==> config.mk <==
export PLATFORM = sky130hd
export DESIGN_NAME = decode_stage
export DESIGN_NICKNAME = d
export VERILOG_FILES = /design/src/rtl/cpu_pkg.sv /design/src/rtl/reg_scoreboard.sv /design/src/rtl/decode_stage.sv
export SDC_FILE = /design/constraint.sdc
export NUM_CORES = 1
export LEC_CHECK = 0
export CORE_MARGIN = 2
export CORE_UTILIZATION = 34
export DETAILED_ROUTE_END_ITERATION = 10
export PLACE_DENSITY = 0.78
export SETUP_SLACK_MARGIN = 0.5
export SLEW_MARGIN = 30
export SYNTH_ARGS = -nofsm -noshare
export SYNTH_HDL_FRONTEND = slang
export SYNTH_SLANG_ARGS = --single-unit
export TNS_END_PERCENT = 30
==> constraint.sdc <==
create_clock -name clk -period 1.1 [get_ports clk]
set_clock_uncertainty 0.05 [all_clocks]
set_input_delay 0.22 -clock clk [delete_from_list [all_inputs] [get_ports clk]]
set_output_delay 0.22 -clock clk [all_outputs]
set_load 0.01 [all_outputs]
==> src/rtl/cpu_pkg.sv <==
// cpu_pkg: shared CPU decode definitions.
// - Default widths: CPU_INSTR_W, CPU_OPC_W, CPU_NUM_REGS, CPU_DATA_W, CPU_RA_W.
// - Field offsets: the flag and register fields are placed above the immediate.
//   BR_OFS, WE_OFS and RD_OFS are measured from bit IMM_W.
//   rs2 sits one RA_W above rd, rs1 one RA_W above rs2, and the op code sits on top.
// - imm_width(): derives the immediate width from the other field widths.
// - decoded_t: one decoded instruction at the default widths.
package cpu_pkg;

   localparam int CPU_INSTR_W  = 32;
   localparam int CPU_OPC_W    = 4;
   localparam int CPU_NUM_REGS = 32;
   localparam int CPU_DATA_W   = 32;
   localparam int CPU_RA_W     = $clog2(CPU_NUM_REGS);

   // Field offsets above the immediate, counted from the LSB upwards.
   localparam int BR_OFS = 0;
   localparam int WE_OFS = 1;
   localparam int RD_OFS = 2;

   function automatic int imm_width(input int instr_w, input int opc_w, input int ra_w);
      return instr_w - opc_w - 3 * ra_w - 2;
   endfunction

   typedef struct packed {
      logic [CPU_OPC_W-1:0]  op_code;
      logic [CPU_RA_W-1:0]   rs1;
      logic [CPU_RA_W-1:0]   rs2;
      logic [CPU_RA_W-1:0]   rd;
      logic                  rd_we;
      logic                  branch_taken;
      logic [CPU_DATA_W-1:0] imm;
   } decoded_t;

endpackage

==> src/rtl/reg_scoreboard.sv <==
// reg_scoreboard: pending-write vector for the decode stage.
// Ports:
//   clk, rst                  - clock and synchronous active-high reset
//   set_en, set_addr          - a new writer issued; mark its destination pending
//   wb_en, wb_addr            - writeback done; release that register
//   fclr_en, fclr_addr        - a flushed writer; release its destination
//   lk_rs1, lk_rs2, lk_rd     - hazard lookup addresses of the incoming instruction
//   lk_we                     - incoming instruction writes lk_rd
//   hit                       - any looked-up register is pending
module reg_scoreboard
   import cpu_pkg::*;
#(
   parameter int NUM_REGS = CPU_NUM_REGS,
   parameter int RA_W     = $clog2(NUM_REGS)
) (
   input  logic            clk,
   input  logic            rst,
   input  logic            set_en,
   input  logic [RA_W-1:0] set_addr,
   input  logic            wb_en,
   input  logic [RA_W-1:0] wb_addr,
   input  logic            fclr_en,
   input  logic [RA_W-1:0] fclr_addr,
   input  logic [RA_W-1:0] lk_rs1,
   input  logic [RA_W-1:0] lk_rs2,
   input  logic [RA_W-1:0] lk_rd,
   input  logic            lk_we,
   output logic            hit
);

   logic [NUM_REGS-1:0] pend_q;
   logic [NUM_REGS-1:0] pend_d;

   // Clears first, then the set: a new writer is younger than any writeback
   // of the same register in the same cycle, so it must stay pending.
   always_comb begin
      pend_d = pend_q;
      if (wb_en) pend_d[wb_addr] = 1'b0;
      if (fclr_en) pend_d[fclr_addr] = 1'b0;
      if (set_en) pend_d[set_addr] = 1'b1;
      pend_d[0] = 1'b0;
   end

   always_ff @(posedge clk) begin
      if (rst) pend_q <= '0;
      else     pend_q <= pend_d;
   end

   // Lookup reads registered state only, so writeback releases a cycle later.
   assign hit = pend_q[lk_rs1] | pend_q[lk_rs2] | (lk_we & pend_q[lk_rd]);

endmodule

==> src/rtl/decode_stage.sv <==
// decode_stage: registered instruction decoder with valid/ready handshake.
// Splits an instruction (MSB first: op code, rs1, rs2, rd, we, branch, imm)
// into fields held in one output register. Define DECODE_SCOREBOARD_EN to
// compile in the RAW/WAW register scoreboard; without it the block is a plain
// one-deep decoder and wb_* are ignored.
// Ports:
//   clk, rst                          - clock, synchronous active-high reset
//   in_instr, in_valid, in_ready      - instruction input handshake
//   out_valid, out_ready              - decoded output handshake
//   op_code, rs1, rs2, rd, rd_we,
//   branch_taken, imm                 - decoded fields (imm sign-extended)
//   wb_valid, wb_addr                 - register writeback release
//   flush                             - discard the held instruction
//   stall                             - input blocked by a hazard
module decode_stage
   import cpu_pkg::*;
#(
   parameter int INSTR_W  = CPU_INSTR_W,
   parameter int OPC_W    = CPU_OPC_W,
   parameter int NUM_REGS = CPU_NUM_REGS,
   parameter int DATA_W   = CPU_DATA_W,
   localparam int RA_W    = $clog2(NUM_REGS)
) (
   input  logic              clk,
   input  logic              rst,
   input  logic [INSTR_W-1:0] in_instr,
   input  logic              in_valid,
   output logic              in_ready,
   output logic              out_valid,
   input  logic              out_ready,
   output logic [OPC_W-1:0]  op_code,
   output logic [RA_W-1:0]   rs1,
   output logic [RA_W-1:0]   rs2,
   output logic [RA_W-1:0]   rd,
   output logic              rd_we,
   output logic              branch_taken,
   output logic [DATA_W-1:0] imm,
   input  logic              wb_valid,
   input  logic [RA_W-1:0]   wb_addr,
   input  logic              flush,
   output logic              stall
);

   localparam int IMM_W   = imm_width(INSTR_W, OPC_W, RA_W);
   localparam int BR_BIT  = IMM_W + BR_OFS;
   localparam int WE_BIT  = IMM_W + WE_OFS;
   localparam int RD_LSB  = IMM_W + RD_OFS;
   localparam int RS2_LSB = RD_LSB + RA_W;
   localparam int RS1_LSB = RS2_LSB + RA_W;
   localparam int OPC_LSB = RS1_LSB + RA_W;

   generate
      if (IMM_W < 1) begin : g_bad_imm_w
         $error("decode_stage: instruction too narrow, IMM_W must be at least 1");
      end
   endgenerate

   function automatic logic signed [DATA_W-1:0] sext_imm(input logic signed [IMM_W-1:0] v);
      return DATA_W'(v);
   endfunction

   // Input decode (combinational)
   logic [OPC_W-1:0]        opc_in;
   logic [RA_W-1:0]         rs1_in, rs2_in, rd_in;
   logic                    we_in, br_in;
   logic signed [IMM_W-1:0] imm_in;

   assign opc_in = in_instr[OPC_LSB +: OPC_W];
   assign rs1_in = in_instr[RS1_LSB +: RA_W];
   assign rs2_in = in_instr[RS2_LSB +: RA_W];
   assign rd_in  = in_instr[RD_LSB +: RA_W];
   assign we_in  = in_instr[WE_BIT];
   assign br_in  = in_instr[BR_BIT];
   assign imm_in = in_instr[IMM_W-1:0];

   logic out_valid_q, out_valid_d;
   logic [OPC_W-1:0] op_code_q, op_code_d;
   logic [RA_W-1:0] rs1_q, rs1_d, rs2_q, rs2_d, rd_q, rd_d;
   logic rd_we_q, rd_we_d, branch_q, branch_d;
   logic signed [DATA_W-1:0] imm_q, imm_d;

   logic hazard, in_fire, out_fire;

`ifdef DECODE_SCOREBOARD_EN
   logic sb_hit;

   reg_scoreboard #(.NUM_REGS(NUM_REGS), .RA_W(RA_W)) u_sb (
      .clk       (clk),
      .rst       (rst),
      .set_en    (in_fire & we_in & (rd_in != '0)),
      .set_addr  (rd_in),
      .wb_en     (wb_valid),
      .wb_addr   (wb_addr),
      .fclr_en   (flush & out_valid_q & rd_we_q & (rd_q != '0)),
      .fclr_addr (rd_q),
      .lk_rs1    (rs1_in),
      .lk_rs2    (rs2_in),
      .lk_rd     (rd_in),
      .lk_we     (we_in),
      .hit       (sb_hit)
   );

   assign hazard = in_valid & sb_hit;
`else
   logic unused_wb;
   assign unused_wb = ^{wb_valid, wb_addr};
   assign hazard    = 1'b0;
`endif

   assign in_ready = (~out_valid_q | out_ready) & ~hazard & ~flush;
   assign in_fire  = in_valid & in_ready;
   assign out_fire = out_valid_q & out_ready;
   assign stall    = hazard;

   // Output register next state: flush beats the handshake
   always_comb begin
      out_valid_d = out_valid_q;
      op_code_d   = op_code_q;
      rs1_d       = rs1_q;
      rs2_d       = rs2_q;
      rd_d        = rd_q;
      rd_we_d     = rd_we_q;
      branch_d    = branch_q;
      imm_d       = imm_q;
      if (flush) begin
         out_valid_d = 1'b0;
      end else if (in_fire) begin
         out_valid_d = 1'b1;
         op_code_d   = opc_in;
         rs1_d       = rs1_in;
         rs2_d       = rs2_in;
         rd_d        = rd_in;
         rd_we_d     = we_in;
         branch_d    = br_in;
         imm_d       = sext_imm(imm_in);
      end else if (out_fire) begin
         out_valid_d = 1'b0;
      end
   end

   // Output register
   always_ff @(posedge clk) begin
      if (rst) begin
         out_valid_q <= 1'b0;
         op_code_q   <= '0;
         rs1_q       <= '0;
         rs2_q       <= '0;
         rd_q        <= '0;
         rd_we_q     <= 1'b0;
         branch_q    <= 1'b0;
         imm_q       <= '0;
      end else begin
         out_valid_q <= out_valid_d;
         op_code_q   <= op_code_d;
         rs1_q       <= rs1_d;
         rs2_q       <= rs2_d;
         rd_q        <= rd_d;
         rd_we_q     <= rd_we_d;
         branch_q    <= branch_d;
         imm_q       <= imm_d;
      end
   end

   assign out_valid    = out_valid_q;
   assign op_code      = op_code_q;
   assign rs1          = rs1_q;
   assign rs2          = rs2_q;
   assign rd           = rd_q;
   assign rd_we        = rd_we_q;
   assign branch_taken = branch_q;
   assign imm          = imm_q;

endmodule
[Word-level counts from Yosys, hierarchy flattened]
Index checks and enable logic that the tools add are counted.
Widths: inputs -> output; s select.
Cells by class
  reductions and logical operators: 3
  bitwise operators: 6
  mux-type cells: 2
Operators by type and width (count)
  $and 1x1->1: 3
  $mux 1: 2
  $not 1->1: 2
  $reduce_and 2->1: 1
  $reduce_bool 2->1: 1
  $reduce_or 2->1: 1
  $or 1x1->1: 1
Storage, ports and cells
  bits of input ports: 43
  register bits after elaboration: 33
  output and inout port bits: 56
  word-level logic and storage cells: 19

[Depth between registers and ports, before layout]
Gate-level depths: netlist of the first run.
  depth in word-level cells: 5
  gate-level depth with buffers: 5
  gate-level depth less buffers: 3

[Worst setup path before layout of the first run]
No wires, ideal clock.
  kind: register -> register
  start: reg out_valid_q, in the netlist out_valid
  end: reg branch_q, in the netlist branch_taken
  cell stages (with the launch flop): 6
  required time: 0.978 ns
  period minus slack after synthesis: 1.189 ns
  setup slack: -0.089 ns
  library setup time: 0.072 ns
  path buffers: 2
  data arrival time: 1.067 ns
  cell sequence: dfxtp_1 > nor2b_4 > nor3b_2 > buf_6 > buf_12 > mux2i_1
On the way
  word-level cells in the longest chain between the ends: 5
Ends and longest elaborated chain
  start: declaration: RTL line decode_stage.sv:76  | logic out_valid_q, out_valid_d;
  start signal: assignment: RTL line decode_stage.sv:153  | out_valid_q <= out_valid_d;
  $not 1->1: RTL line decode_stage.sv:110  | assign in_ready = (~out_valid_q | out_ready) & ~hazard & ~flush;
  $or 1x1->1: RTL line decode_stage.sv:110
  $and 1x1->1: RTL line decode_stage.sv:110
  $and 1x1->1: RTL line decode_stage.sv:111  | assign in_fire = in_valid & in_ready;
  $reduce_and 2->1 (no line)
  end signal: assignment: RTL line decode_stage.sv:159  | branch_q <= branch_d;
  end: declaration: RTL line decode_stage.sv:79  | logic rd_we_q, rd_we_d, branch_q, branch_d;
Every way passes these cells.
A chain may end at the register's enable or synchronous reset.

[Final worst setup path of the first run]
  start: reg out_valid_q, in the netlist out_valid
  end: reg rs1_q[0], in the netlist rs1[0]
On the way
  word-level cells in the longest chain between the ends: 5
Ends and longest elaborated chain
  $not 1->1: RTL line decode_stage.sv:110
  $or 1x1->1: RTL line decode_stage.sv:110
  $and 1x1->1: RTL line decode_stage.sv:110
  $and 1x1->1: RTL line decode_stage.sv:111
  $reduce_and 2->1 (no line)
  end signal: assignment: RTL line decode_stage.sv:155  | rs1_q <= rs1_d;
  end: declaration: RTL line decode_stage.sv:78  | logic [RA_W-1:0] rs1_q, rs1_d, rs2_q, rs2_d, rd_q, rd_d;
Every way passes these cells.

==> flow_metrics.tcl, run 1 <==
set metrics [dict create \
    status "finished, violations left" \
    violations "setup timing" \
    synth_edf_count 0 \
    min_period_ns 1.292 \
    placed_area_um2 2546 \
    drv_cap 0 \
    worst-setup-path-type "reg -> reg" \
    clk_path_buf_depth 2 \
    cts.reportedPaths.clkPinSlew_ns 0.06 \
    routed_via_density 4.226 \
    antenna_found_initial 0 \
    crit_path_end_kind "flop" \
    core_area_um2 4755 \
    min_path_type "in -> reg" \
    yosysSeqAreaShare_pct 39.14 \
    peakVddDrop_mv 0.6392 \
    synth_most_common_cell "nand2b_1" \
    clk_latency_ns 0.28 \
    finalHoldWorstSlack_ns 0.3001 \
    drive_gt1_share_pct 40.24 \
    min_from "flush" \
    grt_max_degree 66 \
    synth_nets 211 \
    drtPass1Iterations 4 \
    cts_inserted_buffers 5 \
    crit_chain "nor2b_4, nor3b_4, buf_4, clkbuf_16, mux2i_1" \
    worstSetupStartpoint "out_valid" \
    dp.final_hpwl_mm 2.342 \
    worstReg2RegStart "out_valid" \
    grt_setup_unrepaired "true" \
    syn_to_final_growth_pct 60.71 \
    htree_num_levels 2 \
    finalCritPeriodShare_pct 117.5 \
    p_total_mw 2.876 \
    grt_pass1_wl_mm 5.506 \
    gp_congestion 0.7023 \
    layout_setup_ws_ns -0.1923 \
    wl_mm 3.849 \
    cp-start-kind "flop" \
    vias 1344 \
    hold_viol 0 \
    p_leak_nw 1.175 \
    nNetsFinal 294 \
    ys_warn_count 0 \
    setup_viol 55 \
    grt.total_usage_pct 13.29 \
    dieArea_um2 5544 \
    final_core_util_pct 57.05 \
    synth_top_cell_area_share_pct 39.14 \
    synth-main-ff-cell "dfxtp_1" \
    wl_per_cell_um 12.10 \
    avgSynthCellArea_um2 10.05 \
    power_density_nw_per_um2 1060 \
    cp_top_family "buffers and inverters" \
    drc 0 \
    row_count 25 \
    syn_inst 168 \
    n_antenna_cell 0 \
    synth_seq_cells 33 \
    maxSlewViolCount 0 \
    crit_path_max_fanout 8 \
    drt_iter0_drc 25 \
    cts_root_buf "clkbuf_8" \
    ys_async_sr_fraction_pct 0 \
    syn-cell-area_um2 1688 \
    dieHeight_um 74.46 \
    antenna_left 0 \
    fin_area_um2 2713 \
    die_w_um 74.46 \
    grt_overflow 0 \
    critical_path_buf_inv_count 2 \
    synth_largest_area_cell "dfxtp_1" \
    synth_common_cells "nand2b_1 (64), dfxtp_1 (33), mux2i_1 (32), buf_4 (22), clkbuf_1 (6)" \
    port_buffers 91 \
    required_ns 1.26 \
    cts.sinks 33 \
    max_stage_delay_ns 0.32 \
    synth_cell_type_count 13 \
    ios 99 \
    start_util_pct 35.50 \
    cts_tree "built" \
    arrival_ns 1.45 \
    postCtsHoldBufs 0 \
    grt_pass1_vias 1247 \
    crit_slowest_cell "dfxtp_2" \
    fmax_mhz 773.8 \
    yosys-top-cells-area "dfxtp_1 (39%), nand2b_1 (24%), mux2i_1 (19%)" \
]
registers in the layout, summed over array words and instances (netlist names):
name / count
out_valid: 1
rs1: 5
imm: 11
rd: 5
op_code: 4
rd_we: 1
branch_taken: 1
rs2: 5
per-stage QoR:
step / TNS [ns] / instances / setup WS [ns]
after floorplan: -4.124 / 168 / -0.08424
final: -8.092 / 318 / -0.1923
after global routing: -11.14 / 318 / -0.2567
after detailed placement: -22.46 / 304 / -0.5825
after CTS: -8.786 / 316 / -0.1750
after global placement: -21.76 / 304 / -0.5649
logic make-up after synthesis:
| logic type | share of synthesized area [%] |
|---|---|
| muxes | 18.98 |
| and+or+nand+nor | 26.02 |
| other | 0.2222 |
| buffers and inverters | 15.64 |
| DFF | 39.14 |
cell usage in the layout, fill, tap and decap left out:
cell,count
dfxtp_1,14
nor2b_4,1
mux2i_4,1
dlygate4sd2_1,4
nor3b_4,1
buf_4,9
nor2_1,2
mux2i_1,31
buf_16,2
buf_12,3
nor3_1,1
buf_6,32
clkbuf_8,6
buf_2,25
clkdlybuf4s50_1,32
conb_1,1
dfxtp_4,1
dfxtp_2,18
nand2b_1,64
clkbuf_16,2
clkbuf_1,1
path summary, 6_finish.rpt:
path / end / slack, ns / depth (start not counted)
setup / recovery: rs1[0] / -0.19 / 5
hold / removal: out_valid / 0.30 / 2
setup reg to reg: rs1[0] / -0.19 / 5
hold reg to reg: op_code[1] / 0.42 / 2
cell type report:
type	instances	area (µm²)
fillers	432	2042
repair buffers	109	1074
multi-input cells	102	782.0
flip-flops and latches	33	686.9
clock buffers	7	86.33
well taps	67	83.83
where the power goes:
part           switching, mW  internal, mW  leakage (nW)  total, mW
clock network          0.412         0.496        0.0443      0.908
logic                  0.241         0.424         0.852      0.666
registers             0.0389          1.26         0.278       1.30
worst reg2reg max path: stages (launching register included):
cell       delay (ns)
dfxtp_2          0.32
nor2b_4          0.13
nor3b_4          0.20
buf_4            0.18
clkbuf_16        0.17
mux2i_1          0.17
layer usage:
metal	global-route usage [%]	vias to the layer above	wire, µm
li1	-	672	-
met1	13.50	604	1571
met2	24.78	62	1929
met3	4.472	6	299
met4	5.357	0	48
met5	0	-	0
timing repair:
action	in CTS	in global routing
resized for setup	270	9
setup buffers	3	0
pin swaps	1	1
cloned	2	2
endpoints found under the setup margin	88	88
(Power assumes the default switching activity.)
==> run 2, diff against run 1 <==
--- a/config.mk
+++ b/config.mk
@@ -5,6 +5,8 @@
 export SDC_FILE = /design/constraint.sdc
 export NUM_CORES = 1
 export LEC_CHECK = 0
+export CAP_MARGIN = 20
+export CORE_ASPECT_RATIO = 2
 export CORE_MARGIN = 2
 export CORE_UTILIZATION = 34
 export DETAILED_ROUTE_END_ITERATION = 10
==> run 2 against run 1 <==
The flow still finishes with violations (setup timing). Sequential power hardly changed. Combinational power is 4.7% lower. Critical endpoint is now imm[6]. Routed wire length is 0.23% higher. Sequential cell count stayed put. Non-clock buffer count stayed put. First-iteration DRC count is 64% lower. Largest cell class unchanged. Via count is 0.52% higher. Critical path type unchanged.
==> flow_metrics.tcl, run 2 (synthesis results as in run 1) <==
set metrics [dict create \
    vias 1351 \
    clk_latency_ns 0.27 \
    htree_num_levels 2 \
    p_leak_nw 1.171 \
    postCtsHoldBufs 0 \
    cts_root_buf "clkbuf_8" \
    antenna_found_initial 0 \
    grt.total_usage_pct 13.51 \
    dieArea_um2 5578 \
    arrival_ns 1.46 \
    n_antenna_cell 0 \
    largest_reg_flops 11 \
    ff2ff_path_depth 5 \
    grt_overflow 0 \
    grt_setup_unrepaired "true" \
    layout_commonest_cell "nand2b_1" \
    crit_path_end_kind "flop" \
    ios 99 \
    worst-r2r-setup-slack_ns -0.21 \
    layout_setup_ws_ns -0.2060 \
    required_ns 1.25 \
    drive_gt1_share_pct 41.67 \
    cp-start-kind "flop" \
    row_count 36 \
    crit_path_max_fanout 11 \
    drv_cap 0 \
    cts_tree "built" \
    routed_via_density 4.372 \
    grt_pass1_wl_mm 5.623 \
    peakVddDrop_mv 0.9015 \
    finalHoldWorstSlack_ns 0.2933 \
    hold_viol 0 \
    min_period_ns 1.306 \
    clk_path_buf_depth 2 \
    power_density_nw_per_um2 1107 \
    wl_mm 3.858 \
    min_path_type "in -> reg" \
    grt_max_degree 34 \
    port_buffers 91 \
    drtPass1Iterations 4 \
    cts_inserted_buffers 5 \
    hold_depth 2 \
    maxSlewViolCount 0 \
    violations "setup timing" \
    drc 0 \
    dieHeight_um 103.6 \
    grt_pass1_vias 1253 \
    status "finished, violations left" \
    fmax_mhz 765.7 \
    start_util_pct 35.02 \
    core_area_um2 4820 \
    gp_congestion 0.7206 \
    finalCritPeriodShare_pct 118.7 \
    final_core_util_pct 55.04 \
    cts.reportedPaths.clkPinSlew_ns 0.07 \
    die_w_um 53.82 \
    worst-setup-path-type "reg -> reg" \
    cts.sinks 33 \
    wl_per_cell_um 12.49 \
    mostFrequentLayoutCells "nand2b_1 (64), clkdlybuf4s50_1 (33), mux2i_1 (32)" \
    nNetsFinal 294 \
    setup_viol 55 \
    dp.final_hpwl_mm 2.612 \
    p_total_mw 2.937 \
    drt_iter0_drc 9 \
    syn_to_final_growth_pct 57.15 \
    antenna_left 0 \
]
-- run 2: changes by cell type in the layout (fill, tap and decap cells not counted), moves of 2 or more --
| cell | before | now |
|---|---|---|
| buf_6 | 32 | 28 |
| dfxtp_2 | 18 | 22 |
| buf_2 | 25 | 29 |
| buf_16 | 2 | 0 |
| dfxtp_1 | 14 | 11 |
-- run 2: power by group --
part	leakage, nW	switching (mW)	internal, mW	total, mW
registers	0.279	0.0404	1.27	1.31
logic	0.838	0.232	0.404	0.635
clock network	0.0542	0.429	0.565	0.995
-- run 2: worst paths after layout --
check                                 end  startpoint
worst min-delay path            out_valid       flush
worst max register to register     imm[6]   out_valid
worst min register to register     imm[5]      imm[5]
worst max-delay path               imm[6]   out_valid
-- run 2: cell type report --
type                       count  area [µm²]
clock buffer                   7       96.34
clock inverter                 1       5.005
fill                         427        2167
multi-input combinational    102       769.5
sequential                    33       688.2
tap                           57       71.32
timing repair buffer         109        1022
-- run 2: through the flow --
stage               cell area, µm²  cells  setup slack (ns)  TNS (ns)
floorplan                     1689    168          -0.08424    -4.124
global placement              2549    296           -0.5709    -20.41
detailed placement            2549    296           -0.5919    -21.82
CTS                           2561    304           -0.1861    -6.614
global route                  2653    309           -0.2602    -9.498
finish                        2653    309           -0.2060    -6.688
-- run 2: worst max-delay path, stage by stage, from the launching register on --
cell,delay (ns)
dfxtp_2,0.32
nor2b_4,0.13
nor3b_4,0.22
buf_4,0.16
clkbuf_16,0.17
mux2i_1,0.18
-- run 2: what timing repair did --
action                                  CTS  global route
setup buffers                             0             3
pin swaps                                 1             2
endpoints found under the setup margin   88            88
resized for setup                       265             9
cloned                                    0             2
-- run 2: layer usage --
layer	routed length, µm	track usage [%]	share of wire [%]	vias up
li1	-	-	-	672
met5	0	0	0	-
met4	161	9.158	4.2	0
met2	2124	23.26	55	70
met1	1267	13.12	33	596
met3	305	3.170	7.9	13
==> run 3, diff against run 2 <==
--- a/config.mk
+++ b/config.mk
@@ -15,5 +15,6 @@
 export SLEW_MARGIN = 30
 export SYNTH_ARGS = -nofsm -noshare
 export SYNTH_HDL_FRONTEND = slang
+export SYNTH_HIERARCHICAL = 1
 export SYNTH_SLANG_ARGS = --single-unit
 export TNS_END_PERCENT = 30
==> results of run 3 <==
No change in the layout: final DEF, timing and power equal those of run 2.
Among the figures that moved: Yosys warning count 0 -> 6
